`src/rtl/uart_8n1_pkg.sv`:
```
// Shared definitions for the uart_8n1 host-side bridge: byte width, tx FSM states, error counter.
// Latency: n/a (types and constants only).
// Backpressure: n/a.
package uart_8n1_pkg;

  localparam int BYTE_W    = 8;
  localparam int ERR_CNT_W = 8;

  typedef enum logic [1:0] {
    TX_IDLE  = 2'd0,
    TX_WRITE = 2'd1,
    TX_HOLD  = 2'd2
  } tx_state_t;

  // Increment that sticks at all-ones instead of wrapping.
  function automatic logic [ERR_CNT_W-1:0] sat_inc(input logic [ERR_CNT_W-1:0] v);
    return (v == '1) ? v : v + 1'b1;
  endfunction

endpackage

```
`src/rtl/uart_8n1_fifo_bridge_if.sv`:
```
// Host-side byte streams of the bridge: a push stream into tx and a show-ahead pop stream out of rx.
// Latency: n/a (wiring only).
// Backpressure: in_ready gates pushes, out_ready gates pops.
interface uart_8n1_fifo_bridge_if;
  import uart_8n1_pkg::*;

  logic [BYTE_W-1:0] in_data;
  logic              in_valid;
  logic              in_ready;
  logic [BYTE_W-1:0] out_data;
  logic              out_valid;
  logic              out_ready;

  modport master (
    output in_data, in_valid, out_ready,
    input  in_ready, out_data, out_valid
  );

  modport slave (
    input  in_data, in_valid, out_ready,
    output in_ready, out_data, out_valid
  );

endinterface

```
`src/rtl/uart_8n1_byte_fifo.sv`:
```
// Register-array byte FIFO with show-ahead head and an occupancy counter.
// Latency: head/level reflect a push or pop on the cycle after it.
// Backpressure: push while full is taken only together with a pop; the parent owns the policy.
module uart_8n1_byte_fifo
  import uart_8n1_pkg::*;
#(
  parameter int ADDR_W = 4
) (
  input  logic              clk,
  input  logic              reset,
  input  logic              push,
  input  logic [BYTE_W-1:0] push_data,
  input  logic              pop,
  output logic [BYTE_W-1:0] head,
  output logic [ADDR_W:0]   level,
  output logic              full,
  output logic              empty
);

  localparam int DEPTH = 2 ** ADDR_W;
  localparam logic [ADDR_W:0] DEPTH_L = (ADDR_W + 1)'(DEPTH);

  logic [BYTE_W-1:0] mem [DEPTH];
  logic [ADDR_W-1:0] wr_ptr;
  logic [ADDR_W-1:0] rd_ptr;
  logic              do_push;
  logic              do_pop;

  // full/empty come from the level counter, so pointers can simply wrap.
  assign full    = (level == DEPTH_L);
  assign empty   = (level == '0);
  assign do_pop  = pop && !empty;
  assign do_push = push && (!full || do_pop);
  assign head    = mem[rd_ptr];

  // Storage write; contents need no reset because level gates visibility.
  always_ff @(posedge clk) begin
    if (do_push) mem[wr_ptr] <= push_data;
  end

  // Pointer and occupancy bookkeeping; push+pop together leaves level unchanged.
  always_ff @(posedge clk) begin
    if (reset) begin
      wr_ptr <= '0;
      rd_ptr <= '0;
      level  <= '0;
    end else begin
      if (do_push) wr_ptr <= wr_ptr + 1'b1;
      if (do_pop)  rd_ptr <= rd_ptr + 1'b1;
      case ({do_push, do_pop})
        2'b10:   level <= level + 1'b1;
        2'b01:   level <= level - 1'b1;
        default: level <= level;
      endcase
    end
  end

endmodule

```
`src/rtl/uart_8n1_fifo_bridge.sv`:
```
// Buffers host bytes into uart_8n1's tx holding register and captures its received bytes for the host.
// Latency: tx byte reaches uart_tx_write 2 cycles after push at best; rx byte visible 1 cycle after uart_rx_full.
// Backpressure: in_ready drops when tx FIFO is full; rx bytes arriving to a full FIFO are dropped and flagged.
module uart_8n1_fifo_bridge
  import uart_8n1_pkg::*;
#(
  parameter int FIFO_ADDR_W = 4
) (
  input  logic                  clk,
  input  logic                  reset,
  uart_8n1_fifo_bridge_if.slave host,
  output logic [FIFO_ADDR_W:0]  tx_level,
  output logic [FIFO_ADDR_W:0]  rx_level,
  output logic                  rx_overrun,
  output logic [ERR_CNT_W-1:0]  rx_error_count,
  input  logic                  clear_status,
  output logic [BYTE_W-1:0]     uart_tx_data,
  output logic                  uart_tx_write,
  input  logic                  uart_tx_full,
  input  logic [BYTE_W-1:0]     uart_rx_data,
  input  logic                  uart_rx_full,
  input  logic                  uart_rx_error,
  output logic                  uart_rx_read
);

  tx_state_t         tx_state;
  tx_state_t         tx_next;
  logic              tx_pop;
  logic              tx_full;
  logic              tx_empty;
  logic [BYTE_W-1:0] tx_head;
  logic              rx_pop;
  logic              rx_full;
  logic              rx_empty;
  logic              rx_drop;
  logic              rx_error_prev;
  logic              rx_error_rise;

  // in_ready looks only at the registered level, so a pop in the same cycle cannot open a slot.
  assign host.in_ready = !tx_full;

  uart_8n1_byte_fifo #(.ADDR_W(FIFO_ADDR_W)) u_tx_fifo (
    .clk       (clk),
    .reset     (reset),
    .push      (host.in_valid && host.in_ready),
    .push_data (host.in_data),
    .pop       (tx_pop),
    .head      (tx_head),
    .level     (tx_level),
    .full      (tx_full),
    .empty     (tx_empty)
  );

  // tx issue FSM: WRITE is a dead cycle that covers uart_tx_full's one-cycle lag.
  always_comb begin
    tx_next = tx_state;
    tx_pop  = 1'b0;
    case (tx_state)
      TX_IDLE: begin
        if (!tx_empty && !uart_tx_full) begin
          tx_pop  = 1'b1;
          tx_next = TX_WRITE;
        end
      end
      TX_WRITE: tx_next = TX_HOLD;
      TX_HOLD:  if (!uart_tx_full) tx_next = TX_IDLE;
      default:  tx_next = TX_IDLE;
    endcase
  end

  // tx state register and registered strobe/data towards the UART.
  always_ff @(posedge clk) begin
    if (reset) begin
      tx_state      <= TX_IDLE;
      uart_tx_write <= 1'b0;
      uart_tx_data  <= '0;
    end else begin
      tx_state      <= tx_next;
      uart_tx_write <= tx_pop;
      if (tx_pop) uart_tx_data <= tx_head;
    end
  end

  assign rx_pop         = host.out_valid && host.out_ready;
  assign host.out_valid = !rx_empty;
  // A full FIFO still accepts the byte when the host frees a slot in the same cycle.
  assign rx_drop        = uart_rx_full && rx_full && !rx_pop;
  assign rx_error_rise  = uart_rx_error && !rx_error_prev;

  uart_8n1_byte_fifo #(.ADDR_W(FIFO_ADDR_W)) u_rx_fifo (
    .clk       (clk),
    .reset     (reset),
    .push      (uart_rx_full),
    .push_data (uart_rx_data),
    .pop       (rx_pop),
    .head      (host.out_data),
    .level     (rx_level),
    .full      (rx_full),
    .empty     (rx_empty)
  );

  // Receiver acknowledge and status; a new event beats a coincident clear.
  always_ff @(posedge clk) begin
    if (reset) begin
      uart_rx_read   <= 1'b0;
      rx_overrun     <= 1'b0;
      rx_error_count <= '0;
      rx_error_prev  <= 1'b0;
    end else begin
      uart_rx_read  <= uart_rx_full;
      rx_error_prev <= uart_rx_error;
      if (rx_drop)           rx_overrun <= 1'b1;
      else if (clear_status) rx_overrun <= 1'b0;
      if (rx_error_rise)     rx_error_count <= clear_status ? ERR_CNT_W'(1) : sat_inc(rx_error_count);
      else if (clear_status) rx_error_count <= '0;
    end
  end

endmodule

```
`src/flat_wrapper.sv`:
```
// flat-port wrapper written by rule: the top's interface ports become plain ports
module uart_8n1_fifo_bridge_flat import uart_8n1_pkg::*;
#(
  parameter int FIFO_ADDR_W = 4
)
  (clk, reset, tx_level, rx_level, rx_overrun, rx_error_count, clear_status, uart_tx_data, uart_tx_write, uart_tx_full, uart_rx_data, uart_rx_full, uart_rx_error, uart_rx_read, host_in_data, host_in_valid, host_out_ready, host_in_ready, host_out_data, host_out_valid);
  uart_8n1_fifo_bridge_if host_i ();
  input  logic clk;
  input  logic reset;
  output logic [FIFO_ADDR_W:0] tx_level;
  output logic [FIFO_ADDR_W:0] rx_level;
  output logic rx_overrun;
  output logic [ERR_CNT_W-1:0] rx_error_count;
  input  logic clear_status;
  output logic [BYTE_W-1:0] uart_tx_data;
  output logic uart_tx_write;
  input  logic uart_tx_full;
  input  logic [BYTE_W-1:0] uart_rx_data;
  input  logic uart_rx_full;
  input  logic uart_rx_error;
  output logic uart_rx_read;
  input wire logic [$bits(host_i.in_data)-1:0] host_in_data;
  input wire logic [$bits(host_i.in_valid)-1:0] host_in_valid;
  input wire logic [$bits(host_i.out_ready)-1:0] host_out_ready;
  output wire logic [$bits(host_i.in_ready)-1:0] host_in_ready;
  output wire logic [$bits(host_i.out_data)-1:0] host_out_data;
  output wire logic [$bits(host_i.out_valid)-1:0] host_out_valid;
  assign host_i.in_data = host_in_data;
  assign host_i.in_valid = host_in_valid;
  assign host_i.out_ready = host_out_ready;
  assign host_in_ready = host_i.in_ready;
  assign host_out_data = host_i.out_data;
  assign host_out_valid = host_i.out_valid;
  uart_8n1_fifo_bridge #(.FIFO_ADDR_W(FIFO_ADDR_W)) u_core (.clk(clk), .reset(reset), .host(host_i), .tx_level(tx_level), .rx_level(rx_level), .rx_overrun(rx_overrun), .rx_error_count(rx_error_count), .clear_status(clear_status), .uart_tx_data(uart_tx_data), .uart_tx_write(uart_tx_write), .uart_tx_full(uart_tx_full), .uart_rx_data(uart_rx_data), .uart_rx_full(uart_rx_full), .uart_rx_error(uart_rx_error), .uart_rx_read(uart_rx_read));
endmodule
```
`config.mk`:
```
export PLATFORM = sky130hd
export DESIGN_NAME = uart_8n1_fifo_bridge_flat
export DESIGN_NICKNAME = d
export VERILOG_FILES = /design/src/rtl/uart_8n1_pkg.sv /design/src/rtl/uart_8n1_fifo_bridge_if.sv /design/src/rtl/uart_8n1_byte_fifo.sv /design/src/rtl/uart_8n1_fifo_bridge.sv /design/src/flat_wrapper.sv
export SDC_FILE = /design/constraint.sdc
export NUM_CORES = 1
export LEC_CHECK = 0
export ABC_AREA = 1
export BUFFER_PORTS_ARGS = -buffer_cell sky130_fd_sc_hd__clkbuf_2
export CORE_MARGIN = 2
export CORE_UTILIZATION = 45
export CTS_CLUSTER_DIAMETER = 120
export DETAILED_ROUTE_END_ITERATION = 8
export GPL_TIMING_DRIVEN = 0
export PLACE_DENSITY = 0.65
export RECOVER_POWER = 100
export SKIP_CTS_REPAIR_TIMING = 1
export SYNTH_ARGS = -nofsm -noshare
export SYNTH_HDL_FRONTEND = slang
export SYNTH_HIERARCHICAL = 1
export SYNTH_SLANG_ARGS = --single-unit
```
`constraint.sdc`:
```
create_clock -name clk -period 2.9 [get_ports clk]
set_input_delay 0.145 -clock clk [delete_from_list [all_inputs] [get_ports clk]]
set_output_delay 0.145 -clock clk [all_outputs]
set_load 0.02 [all_outputs]
```
==> results of run 1 <==
-- area by class of cell --
type / count / area [sq um] / share of cell area
clock inverters: 21 / 119 / 0.00789
clock buffers: 41 / 897 / 0.0595
repair buffers: 67 / 294 / 0.0195
flip-flops and latches: 312 / 8810 / 0.584
well taps: 390 / 488 / 0.0324
multi-input cells: 664 / 3440 / 0.228
inverters: 192 / 729 / 0.0484
plain buffers: 55 / 297 / 0.0197
-- through the flow --
step	worst slack (ps)	util	total power (uW)	hold slack [ps]
2_1_floorplan	599	-	8350	207
3_3_place_gp	519	0.481	9670	382
3_5_place_dp	490	0.481	9730	394
4_1_cts	466	0.515	13700	-147
5_1_grt	154	0.511	14200	19.7
6_report	323	0.511	13500	-8.01
-- path summary, 6_finish.rpt --
path | from | end | slack [ps]
worst max-delay path | flop | host_out_data[4] | 320
worst min-delay path | clear_status | u_core/rx_error_count[0] | -8
worst max register to register | u_core/u_tx_fifo/level[2] | u_core/u_tx_fifo/level[4] | 360
worst min register to register | u_core/tx_state[1] | u_core/tx_state[1] | 460
-- power groups by stage --
stage / clock [uW] / sequential [uW] / combinational, uW
floorplan: 0 / 5560 / 2790
global placement: 0 / 5450 / 4220
detailed placement: 0 / 5460 / 4270
CTS: 4020 / 5370 / 4290
global route: 4180 / 5390 / 4600
finish: 3930 / 5360 / 4180
-- critical path, cell delays in order (launching register included) --
cell and delay [ps]:
dfxtp_1 370, clkbuf_1 400, clkbuf_1 410, o21ai_0 210, nand3_1 110, nand3_1 80, nand2_1 100, clkbuf_1 240
-- cells in the mapped netlist (5+ instances only) --
master / number
edfxtp_1: 256
inv_1: 181
nand2_1: 138
nand3_1: 129
nor2_1: 97
o21ai_0: 88
a21oi_1: 83
o211ai_1: 65
dfxtp_1: 56
buf_2: 31
ha_1: 17
clkbuf_1: 13
buf_6: 9
nand2_2: 8
nand2_4: 6
nor2_2: 6
inv_2: 5
nand3_2: 5
-- cell families after synthesis --
| logic type | synth area share |
|---|---|
| flip-flops | 0.659 |
| adder cells (fa/ha/maj) | 0.0189 |
| AO/OA/AOI/OAI | 0.107 |
| buffers and inverters | 0.0783 |
| AND/OR/NAND/NOR | 0.133 |
| XOR/XNOR | 0.00393 |
-- sequential cells by signal, summed over array words and instances, names as in the netlist, 2 cells and up, named ones only --
name / cells
u_core/tx_state: 2
u_core/u_rx_fifo/rd_ptr: 4
u_core/u_tx_fifo/rd_ptr: 4
u_core/u_rx_fifo/level: 5
u_core/u_rx_fifo/mem: 128
u_core/uart_tx_data: 8
u_core/rx_error_count: 8
u_core/u_tx_fifo/mem: 128
u_core/u_tx_fifo/wr_ptr: 4
u_core/u_rx_fifo/wr_ptr: 4
u_core/u_tx_fifo/level: 5
-- per-layer routing --
| metal | GRT usage | share of wire | vias up | wire length [um] |
|---|---|---|---|---|
| li1 | - | - | 4411 | - |
| met1 | 0.281 | 0.45 | 4233 | 14300 |
| met2 | 0.333 | 0.47 | 258 | 15000 |
| met3 | 0.0306 | 0.047 | 58 | 1510 |
| met4 | 0.0727 | 0.029 | 0 | 926 |
| met5 | 0 | 0 | - | 0 |
-- cells in the final DEF, fill, tap and decap left out, types with 2 or more instances in the layout --
master,synthesis,layout
o21ai_0,88,88
clkbuf_8,0,2
clkinvlp_4,0,2
a21oi_2,3,3
nand3b_1,2,2
nor2_1,97,100
inv_4,3,2
nand2_1,138,147
inv_6,0,2
dfxtp_1,56,56
inv_1,181,183
fa_1,2,2
dlygate4sd3_1,0,5
edfxtp_1,256,256
nand3_2,5,2
clkbuf_1,13,75
o21ai_4,2,2
clkinv_1,1,9
buf_2,31,30
xor2_1,4,4
clkbuf_2,0,9
nand3_1,129,132
xnor2_1,2,2
nand4_1,2,2
o211ai_1,65,65
clkbuf_16,0,34
buf_6,9,7
nor2_2,6,4
inv_2,5,3
clkinv_2,2,10
nand2_2,8,4
ha_1,17,17
a21oi_1,83,83
==> reports/qor.yml, run 1 <==
cts_buffers: 34
syn_avg_cell_area_sq_um: 10.9
violations: "negative hold slack"
yosysTopAreaCellShare: 0.575
place_area_sq_mm: 0.0142
routedWlPerCell_um: 18.2
p_per_area_mw_per_mm2: 894
max-vdd-ir-drop_uv: 522
synth-seq-area-share: 0.659
cp_max_fo: 10
first_pass_iters: 5
nFillCells: 2693
holdWs_ps: -8.01
port_buffers: 62
p_clk_frac: 0.292
first_global_vias: 8410
gp_congestion: 0.955
hold_depth: 4
ys.flop_type: "edfxtp_1"
areaGrowthSynthToFinish_pct: 12.7
drive_above_1_share: 0.0888
die_h_um: 176
place_inst: 1675
swShare: 0.357
drv_cap: 0
wirelength_um: 31700
synth_top_area_cell: "edfxtp_1"
post-route-min-period_ps: 2580
viasPerCell: 5.14
reg2regPathDepth: 15
worst_pin_slew_ps: 993
std_cell_rows: 63
pin_count: 63
synthTopCellsByArea: "edfxtp_1 (57%), dfxtp_1 (8.4%), inv_1 (5.1%)"
switchingPower_uw: 4810
hpwl_um: 21800
ant_nets: 0
core_sq_mm: 0.0295
required_ps: 2760
drc: 0
antenna_found_initial: 0
clock_path_buffers: 3
setup_viol: 0
min_path_type: "primary input to flop"
insertion_delay_ps: 510
cp-start-kind: "flop"
clk_pin_slew_worst_paths_ps: 60
cts.sinks: 312
finClkSkew_ps: 17.3
p_leak_uw: 0.00565
fin_cells: 1742
max_freq_ghz: 0.388
fin_crit_sh: 0.889
first_iter_violations: 798
tns_ps: 0
end_kind: "output pin"
final_nets: 1369
power_frac_seq: 0.398
p_comb_frac: 0.310
synth.cell_area_sq_mm: 0.0134
die-area_sq_mm: 0.0311
syn-num-nets: 1266
power.internal_uw: 8660
overflow: 0
vias: 8960
outcome: "finished with violations"
start_util: 0.454
max_slew_margin: 0.338
maxSlewViolCount: 0
diodes: 0
grtUsageTotal: 0.205
yosys_warnings: 6
cts_max_level: 2
cts_tree: "done"
rsz0062_at_grt: "false"
synth-edff-count: 256
synth_seq_cells: 312
crit_type: "flop to output pin"
ys_async_sr_fraction: 0
grt_pass1_wl_um: 48600
hold_viol: 1
syn_inst: 1223
ys_types: 34
grt_max_degree: 17
critPathArrivalTime_ps: 2430
die_x_um: 176
final_cell_area_sq_mm: 0.0151
cts_root_buf: "clkbuf_16"
Note: power is estimated with default switching activity, not from simulation.
==> run 2: changes to the inputs <==
CORE_UTILIZATION = 61   (was 45)
PLACE_DENSITY = 0.83   (was 0.65)
==> reports/qor.yml, run 2 (synthesis gave the netlist of run 1 again) <==
antenna_found_initial: 0
gp_congestion: 0.980
p_leak_uw: 0.00561
overflow: 0
port_buffers: 62
cpPeakStageDelay_ps: 700
first_iter_violations: 860
drive_above_1_share: 0.0847
holdWs_ps: 90.9
cp-start-kind: "flop"
rsz0062_at_grt: "false"
first_global_vias: 8848
cts_tree: "done"
insertion_delay_ps: 550
wirelength_um: 31500
diodes: 0
hold_depth: 5
worstPathCellList: "nor2_1 -> nand3_2 -> inv_1 -> nor2_1 -> nand2_1 -> inv_2 -> o21ai_4 -> inv_4 -> nand2_1 -> nor2_1"
crit_buf_inv: 3
reg2regPathDepth: 10
required_ps: 3070
clock_path_buffers: 3
tns_ps: 0
std_cell_rows: 54
final_nets: 1366
max-vdd-ir-drop_uv: 753
cts_buffers: 30
clk_pin_slew_worst_paths_ps: 60
ant_nets: 0
grt_pass1_wl_um: 48200
first_pass_iters: 5
grt_max_degree: 17
finClkSkew_ps: 13.5
max_freq_ghz: 0.392
hold_viol: 0
routedWlPerCell_um: 19.3
cp.depth: 10
grtUsageTotal: 0.265
fin_util: 0.687
min_path_type: "primary input to flop"
outcome: "complete, no violations"
layout.cells.most_common: "edfxtp_1"
end_kind: "flop"
critPathSlowestCell: "nor2_1"
cp_max_fo: 10
mostFrequentLayoutCells: "edfxtp_1 (256), inv_1 (183), nand2_1 (147), nand3_1 (130), nor2_1 (100)"
crit_type: "flop to flop"
drv_cap: 0
viasPerCell: 5.74
die_h_um: 152
vias: 9326
maxSlewViolCount: 0
cts_max_level: 1
post-route-min-period_ps: 2550
drc: 0
die_x_um: 152
areaGrowthSynthToFinish_pct: 11.5
start_util: 0.617
top_regs: "u_core/u_rx_fifo/mem: 128 flops, u_core/u_tx_fifo/mem: 128 flops"
setup_viol: 0
fin_crit_sh: 0.879
p_per_area_mw_per_mm2: 898
cts_root_buf: "clkbuf_16"
hpwl_um: 21200
worst_path_most_repeated_cell: "nor2_1"
cts.sinks: 312
pin_count: 63
crit_family: "simple AND/OR/NAND/NOR gates"
max_slew_margin: 0.316
critPathArrivalTime_ps: 2720
core_sq_mm: 0.0217
worst_pin_slew_ps: 1030
die-area_sq_mm: 0.0231
## run 2: cell types whose count changed in the layout (fill, tap and decap cells not counted), sizes merged
cell / before / now
clkbuf: 120 / 114
bufinv: 0 / 3
clkinv: 20 / 18
inv: 190 / 188
buf: 38 / 37
clkinvlp: 3 / 4
dlygate4sd3: 5 / 6
## run 2: path summary, 6_finish.rpt
path	from	to	slack, ps
max	u_core/u_tx_fifo/level[2]	u_core/u_tx_fifo/mem[0][2]	350
min	host_in_valid	u_core/u_tx_fifo/wr_ptr[0]	90
max reg2reg	u_core/u_tx_fifo/level[2]	u_core/u_tx_fifo/mem[0][2]	350
min reg2reg	u_core/tx_state[1]	u_core/tx_state[1]	460
## run 2: tightest hold or removal path: stages
cell	delay, ps
clkbuf_2	90
inv_1	70
nor2_1	80
o21ai_4	120
a21oi_1	80
## run 2: metal layers
metal | vias to the layer above | GRT usage | wire length, um
li1 | 4401 | - | -
met1 | 4413 | 0.350 | 12600
met2 | 430 | 0.455 | 15500
met3 | 82 | 0.0379 | 2260
met4 | 0 | 0.0935 | 1140
met5 | - | 0 | 0
## run 2: per-stage QoR
| stage | cells | power [uW] | setup slack (ps) | area (sq um) |
|---|---|---|---|---|
| 3_5_place_dp | 1565 | 9690 | 418 | 14000 |
| 3_3_place_gp | 1565 | 9530 | 560 | 14000 |
| 4_1_cts | 1620 | 13500 | 399 | 15000 |
| 5_1_grt | 1626 | 14000 | 129 | 14900 |
| 6_report | 1626 | 13400 | 351 | 14900 |
| 2_1_floorplan | 1223 | 8350 | 599 | 13400 |
## run 2: area by class of cell
cell class                      instances  area, sq um
Clock buffer                           34          787
Inverter                              192          729
Buffer                                 55          299
Multi-Input combinational cell        664         3450
Clock inverter                         21          175
Tap cell                              280          350
Timing Repair Buffer                   68          303
Sequential cell                       312         8810
Fill cell                            1572         6790
## run 2: where the power goes
| group | switching, uW | leakage [uW] | internal [uW] |
|---|---|---|---|
| Sequential | 200 | 0.00277 | 5170 |
| Clock | 1590 | 0.000464 | 2200 |
| Combinational | 2930 | 0.00237 | 1290 |
| Total | 4730 | 0.00561 | 8650 |
==> run 3: changes to the inputs <==
CORE_UTILIZATION = 55   (was 61)
PLACE_DENSITY = 0.79   (was 0.83)
clock period = 2.3 ns   (was 2.9 ns; I/O delays follow)
==> reports/qor.yml, run 3 (synthesis gave the netlist of run 1 again) <==
outcome: "finished with violations"
violations: "negative hold slack, negative setup slack"
grtUsageMet1: 0.321
pin_count: 63
mostFrequentLayoutCells: "edfxtp_1 (256), inv_1 (179), nand2_1 (138), nand3_1 (127), o21ai_0 (88)"
cpPeakStageDelay_ps: 630
areaGrowthSynthToFinish_pct: 14.2
max-vdd-ir-drop_uv: 793
die_h_um: 160
fin_crit_sh: 1.00
critPathSlowestCell: "nor2_1"
place_ws_ps: -87.2
cts_tree: "done"
gp_congestion: 0.970
insertion_delay_ps: 560
clock_path_buffers: 3
rsz0062_at_grt: "true"
ant_nets: 0
end_kind: "flop"
overflow: 0
cts.sinks: 312
first_iter_violations: 887
fin_ws_ps: -4.68
place_area_sq_mm: 0.0141
min_path_type: "primary input to flop"
vias: 9319
viasPerCell: 5.56
first_global_vias: 8973
std_cell_rows: 57
hpwl_um: 21000
finClkSkew_ps: 15.8
antenna_found_initial: 0
worstPathCellList: "nor2_2 -> nand3_2 -> inv_1 -> nor2_1 -> o21ai_4 -> inv_4 -> nand2_1 -> nor2_1"
required_ps: 2490
clk_pin_slew_worst_paths_ps: 60
setup_viol: 6
drive_above_1_share: 0.149
holdWs_ps: -18.0
worst_path_most_repeated_cell: "nor2_1"
cts_root_buf: "clkbuf_16"
hold_viol: 2
first_pass_iters: 5
start_util: 0.555
port_buffers: 62
maxSlewViolCount: 0
critPathArrivalTime_ps: 2500
worst_pin_slew_ps: 986
final_cell_area_sq_mm: 0.0153
drc: 0
cp-start-kind: "flop"
grt_pass1_wl_um: 48700
grt_max_degree: 17
crit_type: "flop to flop"
p_per_area_mw_per_mm2: 1130
die_x_um: 160
core_sq_mm: 0.0241
layout.cells.most_common: "edfxtp_1"
routedWlPerCell_um: 18.6
max_slew_margin: 0.343
die-area_sq_mm: 0.0256
p_leak_uw: 0.00579
final_nets: 1369
post-route-min-period_ps: 2300
cts_buffers: 31
grtUsageTotal: 0.243
cts_max_level: 1
max_freq_ghz: 0.434
drv_cap: 0
top_regs: "u_core/u_rx_fifo/mem: 128 flops, u_core/u_tx_fifo/mem: 128 flops"
wirelength_um: 31200
grt-busiest-layer: "met2"
diodes: 0
gr-usage-met3: 0.0353
groute.layer.met2.usage: 0.405
cp_max_fo: 8
run 3: cell type report:
class | instances | area (sq um)
inverter | 192 | 741
clock inverter | 13 | 131
sequential | 312 | 8830
timing repair buffer | 70 | 342
tap | 324 | 405
clock buffer | 45 | 868
multi-input combinational | 664 | 3630
fill | 1936 | 8830
buffer | 55 | 325
run 3: path summary, 6_finish.rpt:
kind	slack, ps	cells after the start	startpoint	endpoint
worst max-delay path	-5	8	u_core/u_tx_fifo/level[0]	u_core/u_tx_fifo/mem[13][0]
worst min-delay path	-20	5	host_in_valid	u_core/u_tx_fifo/wr_ptr[0]
worst max register to register	-5	8	u_core/u_tx_fifo/level[0]	u_core/u_tx_fifo/mem[13][0]
worst min register to register	450	1	u_core/tx_state[1]	u_core/tx_state[1]
run 3: where the power goes:
part	internal [uW]	total (uW)	switching, uW	leakage (uW)
Clock	2850	4880	2030	0.000494
Sequential	6550	6830	280	0.00278
Combinational	1810	5600	3800	0.00252
run 3: stage by stage:
step	setup TNS [ps]	std cells	util	total power [uW]	hold slack, ps
3_3_place_gp	-1490	1609	0.584	12100	353
3_5_place_dp	-4440	1609	0.584	12200	378
4_1_cts	-5600	1667	0.626	17100	-218
6_report	-7.98	1675	0.634	17300	-18.0
5_1_grt	-3400	1675	0.634	18200	16.0
2_1_floorplan	0	1223	-	10500	177
run 3: worst max-delay path, delay by kind of cell, from the launching register on:
kind | cells | cell delay [ps]
compound gates | 1 | 150
buf+inv | 2 | 170
flops | 1 | 370
simple gates | 5 | 1240
run 3: metal layers:
metal | vias up | wire, um
li1 | 4412 | -
met1 | 4437 | 12900
met2 | 397 | 14900
met3 | 73 | 2160
met4 | 0 | 1310
met5 | - | 0
